File: src/rtl/risc_v_pkg.sv
// Shared constants for the fetch front end: default widths, reset PC and the
// canonical RISC-V NOP (addi x0, x0, 0) shown to ID when nothing is queued.
package risc_v_pkg;
  localparam int          XLEN_DEF     = 32;
  localparam logic [31:0] NOP_INSTR    = 32'h00000013;
  localparam logic [31:0] RESET_PC_DEF = 32'h0000_0000;
endpackage

File: src/rtl/risc_v_fetch_queue_fifo.sv
// Small power-of-two FIFO with a combinational head read from registered storage.
// Flush clears the pointers only; stale storage is never visible because count gates it.
module fetch_fifo #(
  parameter int DEPTH = 4,
  parameter int WIDTH = 64,
  localparam int PW = $clog2(DEPTH),
  localparam int CW = $clog2(DEPTH + 1)
) (
  input  logic             clk,
  input  logic             reset,
  input  logic             flush,
  input  logic             push,
  input  logic [WIDTH-1:0] wdata,
  input  logic             pop,
  output logic [WIDTH-1:0] rdata,
  output logic             full,
  output logic             empty,
  output logic [CW-1:0]    count
);
  logic [WIDTH-1:0] mem_q [DEPTH];
  logic [PW-1:0]    wr_ptr_q, rd_ptr_q;
  logic [CW-1:0]    count_q;
  logic             do_push, do_pop;

  assign full    = (count_q == CW'(DEPTH));
  assign empty   = (count_q == '0);
  assign count   = count_q;
  assign rdata   = mem_q[rd_ptr_q];
  assign do_push = push && !full && !flush;
  assign do_pop  = pop && !empty && !flush;

  always_ff @(posedge clk) begin
    if (do_push) mem_q[wr_ptr_q] <= wdata;
  end

  // Pointers wrap naturally because DEPTH is a power of two.
  always_ff @(posedge clk or posedge reset) begin
    if (reset) begin
      wr_ptr_q <= '0;
      rd_ptr_q <= '0;
      count_q  <= '0;
    end else if (flush) begin
      wr_ptr_q <= '0;
      rd_ptr_q <= '0;
      count_q  <= '0;
    end else begin
      if (do_push) wr_ptr_q <= wr_ptr_q + 1'b1;
      if (do_pop)  rd_ptr_q <= rd_ptr_q + 1'b1;
      count_q <= count_q + CW'(do_push) - CW'(do_pop);
    end
  end
endmodule

File: src/rtl/risc_v_fetch_queue.sv
// IF stage with a DEPTH-entry IF/ID queue: owns the PC, issues in-order fetches,
// and discards responses that were already in flight when a redirect happened.
module risc_v_fetch_queue
  import risc_v_pkg::*;
#(
  parameter int              XLEN     = XLEN_DEF,
  parameter int              DEPTH    = 4,
  parameter logic [XLEN-1:0] RESET_PC = XLEN'(RESET_PC_DEF),
  localparam int             CW       = $clog2(DEPTH + 1)
) (
  input  logic            clk,
  input  logic            reset,
  input  logic            PCSrc,
  input  logic [XLEN-1:0] PC_Branch,
  output logic            IMEM_REQ,
  output logic [XLEN-1:0] IMEM_ADDR,
  input  logic            IMEM_VALID,
  input  logic [XLEN-1:0] IMEM_RDATA,
  input  logic            ID_ready,
  output logic            VALID_ID,
  output logic [XLEN-1:0] PC_ID,
  output logic [XLEN-1:0] INSTRUCTION_ID,
  output logic [CW-1:0]   COUNT
);
  logic [XLEN-1:0]   pc_q, pc_d;
  logic [CW-1:0]     inflight_q, inflight_d, drop_q, drop_d;
  logic [CW:0]       occupancy;
  logic              valid_rsp, pay_push, pay_pop;
  logic              pay_full, pay_empty, addr_full, addr_empty;
  logic [CW-1:0]     pay_count, addr_count;
  logic [XLEN-1:0]   rsp_addr;
  logic [2*XLEN-1:0] head;

  // A pop in the same cycle is deliberately not credited, so a push can never overflow.
  assign occupancy = {1'b0, pay_count} + {1'b0, inflight_q};
  assign IMEM_REQ  = !reset && !PCSrc && (occupancy < (CW+1)'(DEPTH));
  assign IMEM_ADDR = pc_q;
  assign valid_rsp = IMEM_VALID && (inflight_q != '0);
  assign pay_push  = valid_rsp && (drop_q == '0) && !PCSrc;
  assign pay_pop   = ID_ready && !pay_empty && !PCSrc;

  // Address queue is never flushed: dropped responses still pop their own address.
  fetch_fifo #(.DEPTH(DEPTH), .WIDTH(XLEN)) u_addr_fifo (
    .clk(clk), .reset(reset), .flush(1'b0), .push(IMEM_REQ), .wdata(pc_q),
    .pop(valid_rsp), .rdata(rsp_addr), .full(addr_full), .empty(addr_empty),
    .count(addr_count)
  );

  fetch_fifo #(.DEPTH(DEPTH), .WIDTH(2*XLEN)) u_pay_fifo (
    .clk(clk), .reset(reset), .flush(PCSrc), .push(pay_push),
    .wdata({rsp_addr, IMEM_RDATA}), .pop(pay_pop), .rdata(head),
    .full(pay_full), .empty(pay_empty), .count(pay_count)
  );

  assign VALID_ID       = !pay_empty;
  assign PC_ID          = VALID_ID ? head[2*XLEN-1:XLEN] : '0;
  assign INSTRUCTION_ID = VALID_ID ? head[XLEN-1:0] : XLEN'(NOP_INSTR);
  assign COUNT          = pay_count;

  always_comb begin
    pc_d       = pc_q;
    inflight_d = inflight_q + CW'(IMEM_REQ) - CW'(valid_rsp);
    drop_d     = drop_q;
    if (PCSrc) begin
      pc_d   = {PC_Branch[XLEN-1:2], 2'b00};
      drop_d = inflight_q - CW'(valid_rsp);
    end else begin
      if (IMEM_REQ) pc_d = pc_q + XLEN'(4);
      if (valid_rsp && (drop_q != '0)) drop_d = drop_q - 1'b1;
    end
  end

  always_ff @(posedge clk or posedge reset) begin
    if (reset) begin
      pc_q       <= RESET_PC;
      inflight_q <= '0;
      drop_q     <= '0;
    end else begin
      pc_q       <= pc_d;
      inflight_q <= inflight_d;
      drop_q     <= drop_d;
    end
  end

  always @(posedge clk) begin
    if (!reset) begin
      assert (!(IMEM_VALID && inflight_q == '0)) else $error("IMEM_VALID with nothing in flight");
      assert (addr_count == inflight_q) else $error("address queue out of step with inflight");
      assert (!(valid_rsp && addr_empty)) else $error("response without tracked address");
      assert (!(IMEM_REQ && addr_full)) else $error("address queue overflow");
      assert (!(pay_push && pay_full && !pay_pop)) else $error("payload queue overflow");
    end
  end
endmodule

File: config.mk
export PLATFORM = sky130hd
export DESIGN_NAME = risc_v_fetch_queue
export DESIGN_NICKNAME = d
export VERILOG_FILES = /design/src/rtl/risc_v_pkg.sv /design/src/rtl/risc_v_fetch_queue_fifo.sv /design/src/rtl/risc_v_fetch_queue.sv
export SDC_FILE = /design/constraint.sdc
export NUM_CORES = 1
export LEC_CHECK = 0
export BUFFER_PORTS_ARGS = -buffer_cell sky130_fd_sc_hd__buf_2
export CAP_MARGIN = 5
export CORE_ASPECT_RATIO = 2
export CORE_UTILIZATION = 50
export DETAILED_ROUTE_END_ITERATION = 12
export GPL_TIMING_DRIVEN = 0
export HOLD_SLACK_MARGIN = 0.15
export PLACE_DENSITY = 0.76
export SLEW_MARGIN = 20
export SYNTH_ARGS = -nofsm -noshare
export SYNTH_HDL_FRONTEND = slang
export SYNTH_HIERARCHICAL = 1
export SYNTH_SLANG_ARGS = --single-unit
export TNS_END_PERCENT = 50
File: constraint.sdc
create_clock -name clk -period 9.1 [get_ports clk]
set_clock_uncertainty 0.15 [all_clocks]
set_input_delay 0.91 -clock clk [delete_from_list [all_inputs] [get_ports clk]]
set_output_delay 0.91 -clock clk [all_outputs]
set_load 0.03 [all_outputs]
### Yosys cells after proc, flatten, opt, wreduce, memory -nomap -nowiden

Memories as Yosys holds them, arrays and structs flattened.
Index checks and enable logic that the tools add are counted.

* $add $sub $neg: 14
* $lt $le $gt $ge: 1
* eq/ne operators: 2
* muxes and demuxes: 15
* reduce and logical (&&, ||, !) cells: 29

Operators by type and width (count)
* 32-bit two-way mux: 4
* 32-bit by 3-bit adder with 32-bit output (second input constant): 1
* 1-bit logical AND: 14
* 3-bit by 1-bit subtractor with 3-bit output: 4
* 3-bit by 1-bit adder with 3-bit output: 3
* 3-bit logical NOT: 3
* 3-bit two-way mux: 3
* 2-bit by 1-bit adder with 2-bit output (second input constant): 4
* 2-bit two-way mux: 4
* 2-bit nonzero test: 4
* 3-bit == test (second input constant): 2
* 1-bit logical NOT: 6
* 3-bit nonzero test: 2
* 3-bit by 3-bit adder with 4-bit output: 1
* 4-bit by 3-bit less-than comparator with 1-bit output (second input constant): 1
* 1-bit two-way mux: 4
* 3-bit by 1-bit subtractor with 3-bit output (second input constant): 1

* register bits after elaboration: 52
* RAM bits: 384
* output and inout port bits: 101
* memories kept: 2

Memory list
* u_pay_fifo.mem_q: words 4, bits a word 64, rd ports 1, clocked after Yosys merged registers in 0, wr ports 1, RTL line risc_v_fetch_queue_fifo.sv:20 `logic [WIDTH-1:0] mem_q [DEPTH];`
* u_addr_fifo.mem_q: words 4, bits a word 32, rd ports 1, clocked after Yosys merged registers in 0, wr ports 1, RTL line risc_v_fetch_queue_fifo.sv:20

### Logic depth before layout (Yosys ltp)

Gate-level depths: netlist (run 1).

* depth after elaboration: 9
* gate-level depth with buffers: 13
* gate-level depth less buffers: 13

### Hierarchy

The synthesis (run 1) kept the hierarchy.

By module, submodules not included
* fetch_fifo (u_pay_fifo): times used 1, cells an instance 382, area each 9700.6 um^2
* fetch_fifo (u_addr_fifo): times used 1, cells an instance 216, area each 5136.2 um^2
* risc_v_fetch_queue: times used 1, cells an instance 327, area each 2718.9 um^2

### Least setup slack after synthesis (run 1)

OpenSTA, ideal clock, no wires.

* path type: in2reg
* from: input port reset
* to: memory u_addr_fifo/mem_q[0][0] (netlist name), enable pin
* library setup time: 0.392 ns
* arrival time: 3.670 ns
* required time: 8.558 ns
* slack: 4.888 ns
* stages: 5
* buffers on the path: 0
* cells stage by stage: or4_4 -> nor3_1 -> inv_1 -> nor3_1 -> and2_1

* word-level cells in the longest chain between the ends: 6

Ends and longest elaborated chain
* from (decl): RTL line risc_v_fetch_queue.sv:12 `input logic reset,`
* 1-bit logical NOT (no line)
* 1-bit logical AND (2 in series): RTL line risc_v_fetch_queue.sv:36 `assign IMEM_REQ = !reset && !PCSrc && (occupancy < (CW+1)'(DEPTH));`
* named net IMEM_REQ: RTL line risc_v_fetch_queue.sv:15 `output logic IMEM_REQ,`
* 1-bit logical AND: RTL line risc_v_fetch_queue_fifo.sv:29 `assign do_push = push && !full && !flush;`
* 1-bit two-way mux: RTL line risc_v_fetch_queue_fifo.sv:33 `if (do_push) mem_q[wr_ptr_q] <= wdata;`
* 1-bit two-way mux (implied by the code): RTL line risc_v_fetch_queue_fifo.sv:33
* to (decl): RTL line risc_v_fetch_queue_fifo.sv:20

The timed path passes the listed nets, and every way through them passes these cells.

### Final worst setup path (run 1)

* from: register u_pay_fifo.count_q[1] (netlist: u_pay_fifo/count[1])
* to: output port INSTRUCTION_ID[1]

* word-level cells in the longest chain between the ends: 2

Ends and longest elaborated chain
* from (decl): RTL line risc_v_fetch_queue_fifo.sv:22 `logic [CW-1:0] count_q;`
* from (signal assigned): RTL line risc_v_fetch_queue_fifo.sv:49 `count_q <= count_q + CW'(do_push) - CW'(do_pop);`
* 3-bit logical NOT: RTL line risc_v_fetch_queue_fifo.sv:26 `assign empty = (count_q == '0);`
* named net pay_empty: RTL line risc_v_fetch_queue.sv:29 `logic pay_full, pay_empty, addr_full, addr_empty;`
* 32-bit two-way mux: RTL line risc_v_fetch_queue.sv:57 `assign INSTRUCTION_ID = VALID_ID ? head[XLEN-1:0] : XLEN'(NOP_INSTR);`
* to (decl): RTL line risc_v_fetch_queue.sv:22 `output logic [XLEN-1:0] INSTRUCTION_ID,`

The timed path passes the listed nets, and every way through them passes these cells.

==> impl_metrics.csv, run 1 <==
group,metric,value,unit
run_status,status,"finished, final reports clean",
clock_tree,cts_max_level,2,
placement,place.port_buffers,165,
power_and_ir_drop,ir_worst_vdd,0.139,mV
placement,dp_hpwl,24.0,mm
clock_tree,numCtsBuffers,37,
floorplan,coreArea,34500,sq um
drt,dr.pass1.iters,5,
grt,grtUsageTotal,0.205,
synthesis,yosys_warnings,6,
cells_and_area,syn_to_final_growth,16.8,%
floorplan,die_w,134,um
critical_path,crit_start,"u_pay_fifo/count[1]$_DFF_PP0_",
power_and_ir_drop,finalPower,4510,uW
clock_tree,cts.repair.resized,0,
floorplan,rows,96,
critical_path,ff2ff_path_depth,13,
cells_and_area,design_area,20500,sq um
power_and_ir_drop,powerDensity,220,nW/um^2
critical_path,cpPeakStageDelay,0.71,ns
sta,setup_viol,0,
floorplan,die_h,267,um
critical_path,arrival,3.24,ns
clock_tree,worst_skew_pair.late_latency,0.53,ns
clock_tree,clkSinkCount,434,
critical_path,end_kind,"output port",
drt,wl_per_cell,21.7,um
placement,placed_cell_area,19200,sq um
critical_path,timing_worst_setup_path_type,"flop to output port",
sta,finalHoldViolations,0,
floorplan,pin_count,170,
sta,fin_setup_tns,0,ns
critical_path,crit_path_top_delay_cell,"nor3_1",
drt,drc,0,
power_and_ir_drop,p_leak,0.00714,uW
grt,overflow,0,
critical_path,critPathMaxFanout,10,
critical_path,rr_startpoint,"u_pay_fifo/count[2]$_DFF_PP0_",
clock_tree,clk_pin_slew_worst_paths,0.06,ns
sta,worstMarginPinSlew,0.919,ns
critical_path,crit_family,"buffers and inverters",
cells_and_area,drive_above_1_share,0.312,
grt,grt_max_degree,46,
placement,dpl.cell_count,1549,
critical_path,critical_path_required,8.04,ns
sta,fin_crit_sh,0.472,
cells_and_area,final_cells,1618,
drt,drt_iter0_markers,441,
clock_tree,cts_setup_buffers,0,
clock_tree,holdBufCountCts,0,
clock_tree,clockBufferDepth,3,
critical_path,path_cells,"nor3_1 > clkbuf_1 > clkbuf_1 > or2_2 > buf_2",
sta,layout_min_cycle_time,4.30,ns
critical_path,rrSetupSlack,5.06,ns
worst_hold_path,hp-class,"primary input to async pin",
critical_path,timing.rr.end,"u_addr_fifo/count[2]$_DFF_PP0_",
clock_tree,cts_root_buf,"clkbuf_16",
cells_and_area,final_nets,1240,
drt,viasPerCell,5.61,
drt,wl,35.1,mm
sta,relSlewSlack,0.382,
critical_path,critPathCapture,"INSTRUCTION_ID[1]",
critical_path,crit_path_start_kind,"flop",
sta,fmaxAchievable,233,MHz
floorplan,dieArea,35900,sq um
critical_path,cp.buffers_inverters,3,
floorplan,start_util,0.509,
grt,grt_pass1_vias,9679,
cells_and_area,fill_cells,2542,
synthesis,synthCells,924,
job,max-cap-violations,0,
grt,antenna_found_initial,1,
critical_path,critical_path_depth,5,
synthesis,syn_area,17600,sq um
drt,vias,9076,
sta,slew_violations,0,
critical_path,cpMostUsedCell,"clkbuf_1",
drt,ant_nets,0,
grt,grt_pass1_wl,54.0,mm
clock_tree,tritoncts,"built",
synthesis,avgSynthCellArea,19.0,sq um
sta,rsz0062_at_grt,"false",
placement,place.gp.congestion,0.915,
routing by layer:
metal,part of all wire,vias up,GRT usage
met5,0,-,0
met4,0.032,0,0.0838
met3,0.040,65,0.0236
met2,0.58,290,0.404
met1,0.34,4610,0.214
li1,-,4111,-
how the worst min path moves through the flow:
stage,start,end,slack (ns)
after floorplan,drop_q[0]$_DFFE_PP0P_,drop_q[0]$_DFFE_PP0P_,0.40
after global placement,drop_q[0]$_DFFE_PP0P_,drop_q[0]$_DFFE_PP0P_,0.42
after detailed placement,drop_q[0]$_DFFE_PP0P_,drop_q[0]$_DFFE_PP0P_,0.44
after CTS,reset,u_pay_fifo/wr_ptr_q[0]$_DFFE_PP0P_,0.24
after global routing,reset,u_addr_fifo/count[2]$_DFF_PP0_,0.27
final,reset,u_pay_fifo/count[0]$_DFF_PP0_,0.26
per-stage QoR:
stage	setup WS (ns)	hold WS, ns	utilization
6_report	4.80	0.256	0.595
5_1_grt	4.60	0.268	0.595
4_1_cts	4.62	0.241	0.595
3_5_place_dp	4.84	0.445	0.557
3_3_place_gp	3.74	0.422	0.550
2_1_floorplan	4.89	0.398	-
placed cells by master (no fill, tap or decap), types with 5 or more instances in the layout:
cell type,instances
edfxtp_1,384
buf_2,175
mux4_2,92
nor2b_1,64
dfrtp_1,50
clkbuf_16,39
nand2_1,30
nor2_1,28
clkbuf_1,27
inv_1,27
ha_1,21
or4_1,18
o31ai_1,13
xor2_1,13
a31oi_1,12
o21ai_0,12
nand3_1,11
conb_1,11
nand4_1,10
buf_12,8
and4_1,7
and3_1,6
xnor2_1,6
mux2i_1,6
bufinv_16,6
buf_6,6
nor3_1,5
o211ai_1,5
nand2b_1,5
sequential cells by signal (all words and copies together) (netlist names):
signal	count
IMEM_ADDR	30
u_addr_fifo/count	3
u_pay_fifo/rd_ptr_q	2
u_addr_fifo/rd_ptr_q	2
u_pay_fifo/count	3
drop_q	3
inflight_q	3
u_addr_fifo/wr_ptr_q	2
u_pay_fifo/mem_q	256
u_pay_fifo/wr_ptr_q	2
u_addr_fifo/mem_q	128
where the power goes:
group | internal (uW) | switching [uW]
Combinational | 214 | 278
Clock | 987 | 682
Sequential | 2280 | 66.1
Total | 3480 | 1030
area by class of cell:
cell class / instances / area, sq um / share of cell area
antenna: 1 / 2.50 / 0.000122
buffer: 44 / 287 / 0.0140
clock buffer: 49 / 1040 / 0.0509
clock inverter: 19 / 265 / 0.0129
inverter: 29 / 109 / 0.00531
multi-input combinational: 427 / 4430 / 0.216
sequential: 434 / 12800 / 0.623
tap: 441 / 552 / 0.0269
timing repair buffer: 174 / 1040 / 0.0505
Note: power is estimated with default switching activity, not from simulation.
==> run 2: changes to the inputs <==
- PLACE_DENSITY: 0.76 -> 0.79
- clock period: 9.1 -> 3.5 ns (I/O delays scaled with it)
==> run 2 against run 1 <==
Net effect: global-route usage decreased by 0.35 points; clock power rose to 2.6 times the previous value; clock-buffer cell count shrank 1; core utilization increased by 1.8 points; first-iteration DRC count decreased by 7.3%; flip-flop and latch count is the same; routed wire length shrank 0.30%; largest power group unchanged; combinational power grew to 2.7 times the previous value; critical endpoint is now u_addr_fifo/count[2]$_DFF_PP0_.
==> impl_metrics.csv, run 2 (same netlist as run 1, synthesis figures left out) <==
group,metric,value,unit
critical_path,path_cells,"ha_1 > or4_4 > nor3_4 > inv_1 > nor3_4 > inv_1 > ha_1 > inv_1 > ha_1 > inv_1 > fa_1 > xnor2_1 > nor2_1",
critical_path,timing_worst_setup_path_type,"flop to flop",
critical_path,arrival,3.68,ns
power_and_ir_drop,power_frac_comb,0.114,
cells_and_area,final_nets,1307,
cells_and_area,antenna_cells,0,
critical_path,crit_path_start_kind,"flop",
critical_path,crit_path_top_delay_cell,"or4_4",
power_and_ir_drop,p_leak,0.00740,uW
sta,slew_violations,0,
floorplan,pin_count,170,
cells_and_area,syn_to_final_growth,20.3,%
placement,place.gp.congestion,0.922,
floorplan,rows,96,
sta,fmaxAchievable,293,MHz
clock_tree,clockBufferDepth,3,
power_and_ir_drop,clockPowerShare,0.369,
placement,place.port_buffers,165,
clock_tree,worst_skew_pair.late_latency,0.54,ns
cells_and_area,final_common_cell,"edfxtp_1",
clock_tree,tritoncts,"built",
floorplan,die_w,134,um
placement,pre_cts_slack,-0.460,ns
clock_tree,clk_pin_slew_worst_paths,0.06,ns
power_and_ir_drop,powerDensity,559,nW/um^2
cells_and_area,design_area,21100,sq um
sta,finalHoldViolations,0,
clock_tree,cts_root_buf,"clkbuf_16",
drt,drc,0,
critical_path,end_kind,"flop",
drt,drt_iter0_markers,409,
clock_tree,clkSinkCount,434,
grt,overflow,0,
critical_path,cpPeakStageDelay,0.56,ns
placement,dp_hpwl,23.7,mm
sta,fin_ws,0.0922,ns
drt,dr.pass1.iters,5,
drt,wl,35.0,mm
clock_tree,cts_max_level,2,
cells_and_area,regMostFlops,"u_pay_fifo/mem_q",
grt,grtUsageTotal,0.201,
sta,worstMarginPinSlew,1.01,ns
placement,placed_cell_area,19100,sq um
grt,grt_pass1_wl,53.4,mm
sta,fin_crit_sh,0.974,
grt,grt_max_degree,35,
power_and_ir_drop,p_sw,2710,uW
cells_and_area,final_cell_mix,"edfxtp_1 (384), buf_2 (175), mux4_2 (92)",
drt,wl_per_cell,20.8,um
critical_path,crit_family,"adder cells",
drt,ant_nets,0,
run_status,status,"finished, final reports clean",
job,max-cap-violations,0,
floorplan,die_h,267,um
clock_tree,numCtsBuffers,37,
floorplan,start_util,0.509,
critical_path,cp.buffers_inverters,4,
sta,relSlewSlack,0.321,
drt,viasPerCell,5.49,
sta,rsz0062_at_grt,"false",
power_and_ir_drop,p_sw_frac,0.230,
sta,setup_viol,0,
critical_path,cpMostUsedCell,"inv_1",
grt,grt_pass1_vias,9849,
sta,layout_min_cycle_time,3.41,ns
grt,antenna_found_initial,0,
power_and_ir_drop,seqPwrFrac,0.517,
cells_and_area,largest_reg_flops,256,
floorplan,coreArea,34500,sq um
drt,vias,9240,
critical_path,critPathMaxFanout,4,
floorplan,dieArea,35900,sq um
cells_and_area,drive_above_1_share,0.302,
worst_hold_path,hp-class,"primary input to async pin",
power_and_ir_drop,ir_worst_vdd,0.374,mV
power_and_ir_drop,p_int,9090,uW
critical_path,critical_path_required,3.77,ns
## run 2: cell types whose count changed in the layout (fill, tap and decap cells not counted), sizes merged
cell / delta
dlygate4sd3: +66
buf: +1
clkinvlp: +1
clkbuf: -1
diode: -1
## run 2: worst reg2reg max path, stage by stage, from the launching register on
cell,delay [ns]
dfrtp_2,0.45
ha_1,0.34
or4_4,0.56
nor3_4,0.24
inv_1,0.14
nor3_4,0.22
inv_1,0.07
ha_1,0.27
inv_1,0.06
ha_1,0.13
inv_1,0.05
fa_1,0.37
xnor2_1,0.18
nor2_1,0.06
## run 2: area by class of cell
type | count | area (sq um)
buffer | 44 | 289
timing repair buffer | 241 | 1620
tap | 441 | 552
multi-input combinational | 427 | 4450
clock buffer | 48 | 1030
clock inverter | 20 | 279
fill | 2453 | 13400
inverter | 29 | 109
sequential | 434 | 12800
## run 2: worst paths after layout
| kind | cells after the start | end | slack (ns) | from |
|---|---|---|---|---|
| worst max-delay path | 13 | u_addr_fifo/count[2]$_DFF_PP0_ | 0.09 | u_pay_fifo/count[2]$_DFF_PP0_ |
| worst min-delay path | 3 | u_addr_fifo/count[1]$_DFF_PP0_ | 0.22 | reset |
| worst max register to register | 13 | u_addr_fifo/count[2]$_DFF_PP0_ | 0.09 | u_pay_fifo/count[2]$_DFF_PP0_ |
| worst min register to register | 2 | drop_q[0]$_DFFE_PP0P_ | 0.44 | drop_q[0]$_DFFE_PP0P_ |
| max in group asynchronous | 4 | IMEM_ADDR[19]$_DFFE_PP0P_ | 2.52 | reset |
| min in group clk | 3 | u_pay_fifo/count[2]$_DFF_PP0_ | 0.22 | PCSrc |
## run 2: metrics by stage
| stage | hold WS [ns] | std cells | util | power, uW | TNS (ns) |
|---|---|---|---|---|---|
| floorplan | 0.00333 | 934 | - | 7090 | 0 |
| finish | 0.220 | 1684 | 0.613 | 11800 | 0 |
| CTS | 0.185 | 1679 | 0.611 | 11900 | 0 |
| global placement | 0.200 | 1540 | 0.551 | 7420 | -336.02 |
| detailed placement | 0.218 | 1545 | 0.554 | 7490 | -0.945 |
| global route | 0.238 | 1684 | 0.613 | 12200 | 0 |
## run 2: power by group through the flow
stage               Clock [uW]  Sequential (uW)  Combinational, uW
floorplan                    0             6230                868
global placement             0             6200               1220
detailed placement           0             6210               1280
CTS                       4440             6100               1350
global route              4600             6120               1460
finish                    4360             6100               1340
## run 2: routing by layer
metal | share of wire | GRT usage | vias to the layer above | routed length (um)
met5 | 0 | 0 | - | 0
met4 | 0.043 | 0.0951 | 0 | 1490
met3 | 0.031 | 0.0190 | 77 | 1100
met2 | 0.57 | 0.391 | 254 | 20000
met1 | 0.35 | 0.213 | 4665 | 12400
li1 | - | - | 4244 | -
## run 2: timing repair
action,CTS,global route
pin swaps,0,2
resized for setup,4,2
setup buffers,0,5
hold buffers,66,0
hold endpoints to repair,208,0
setup endpoints to repair,55,3
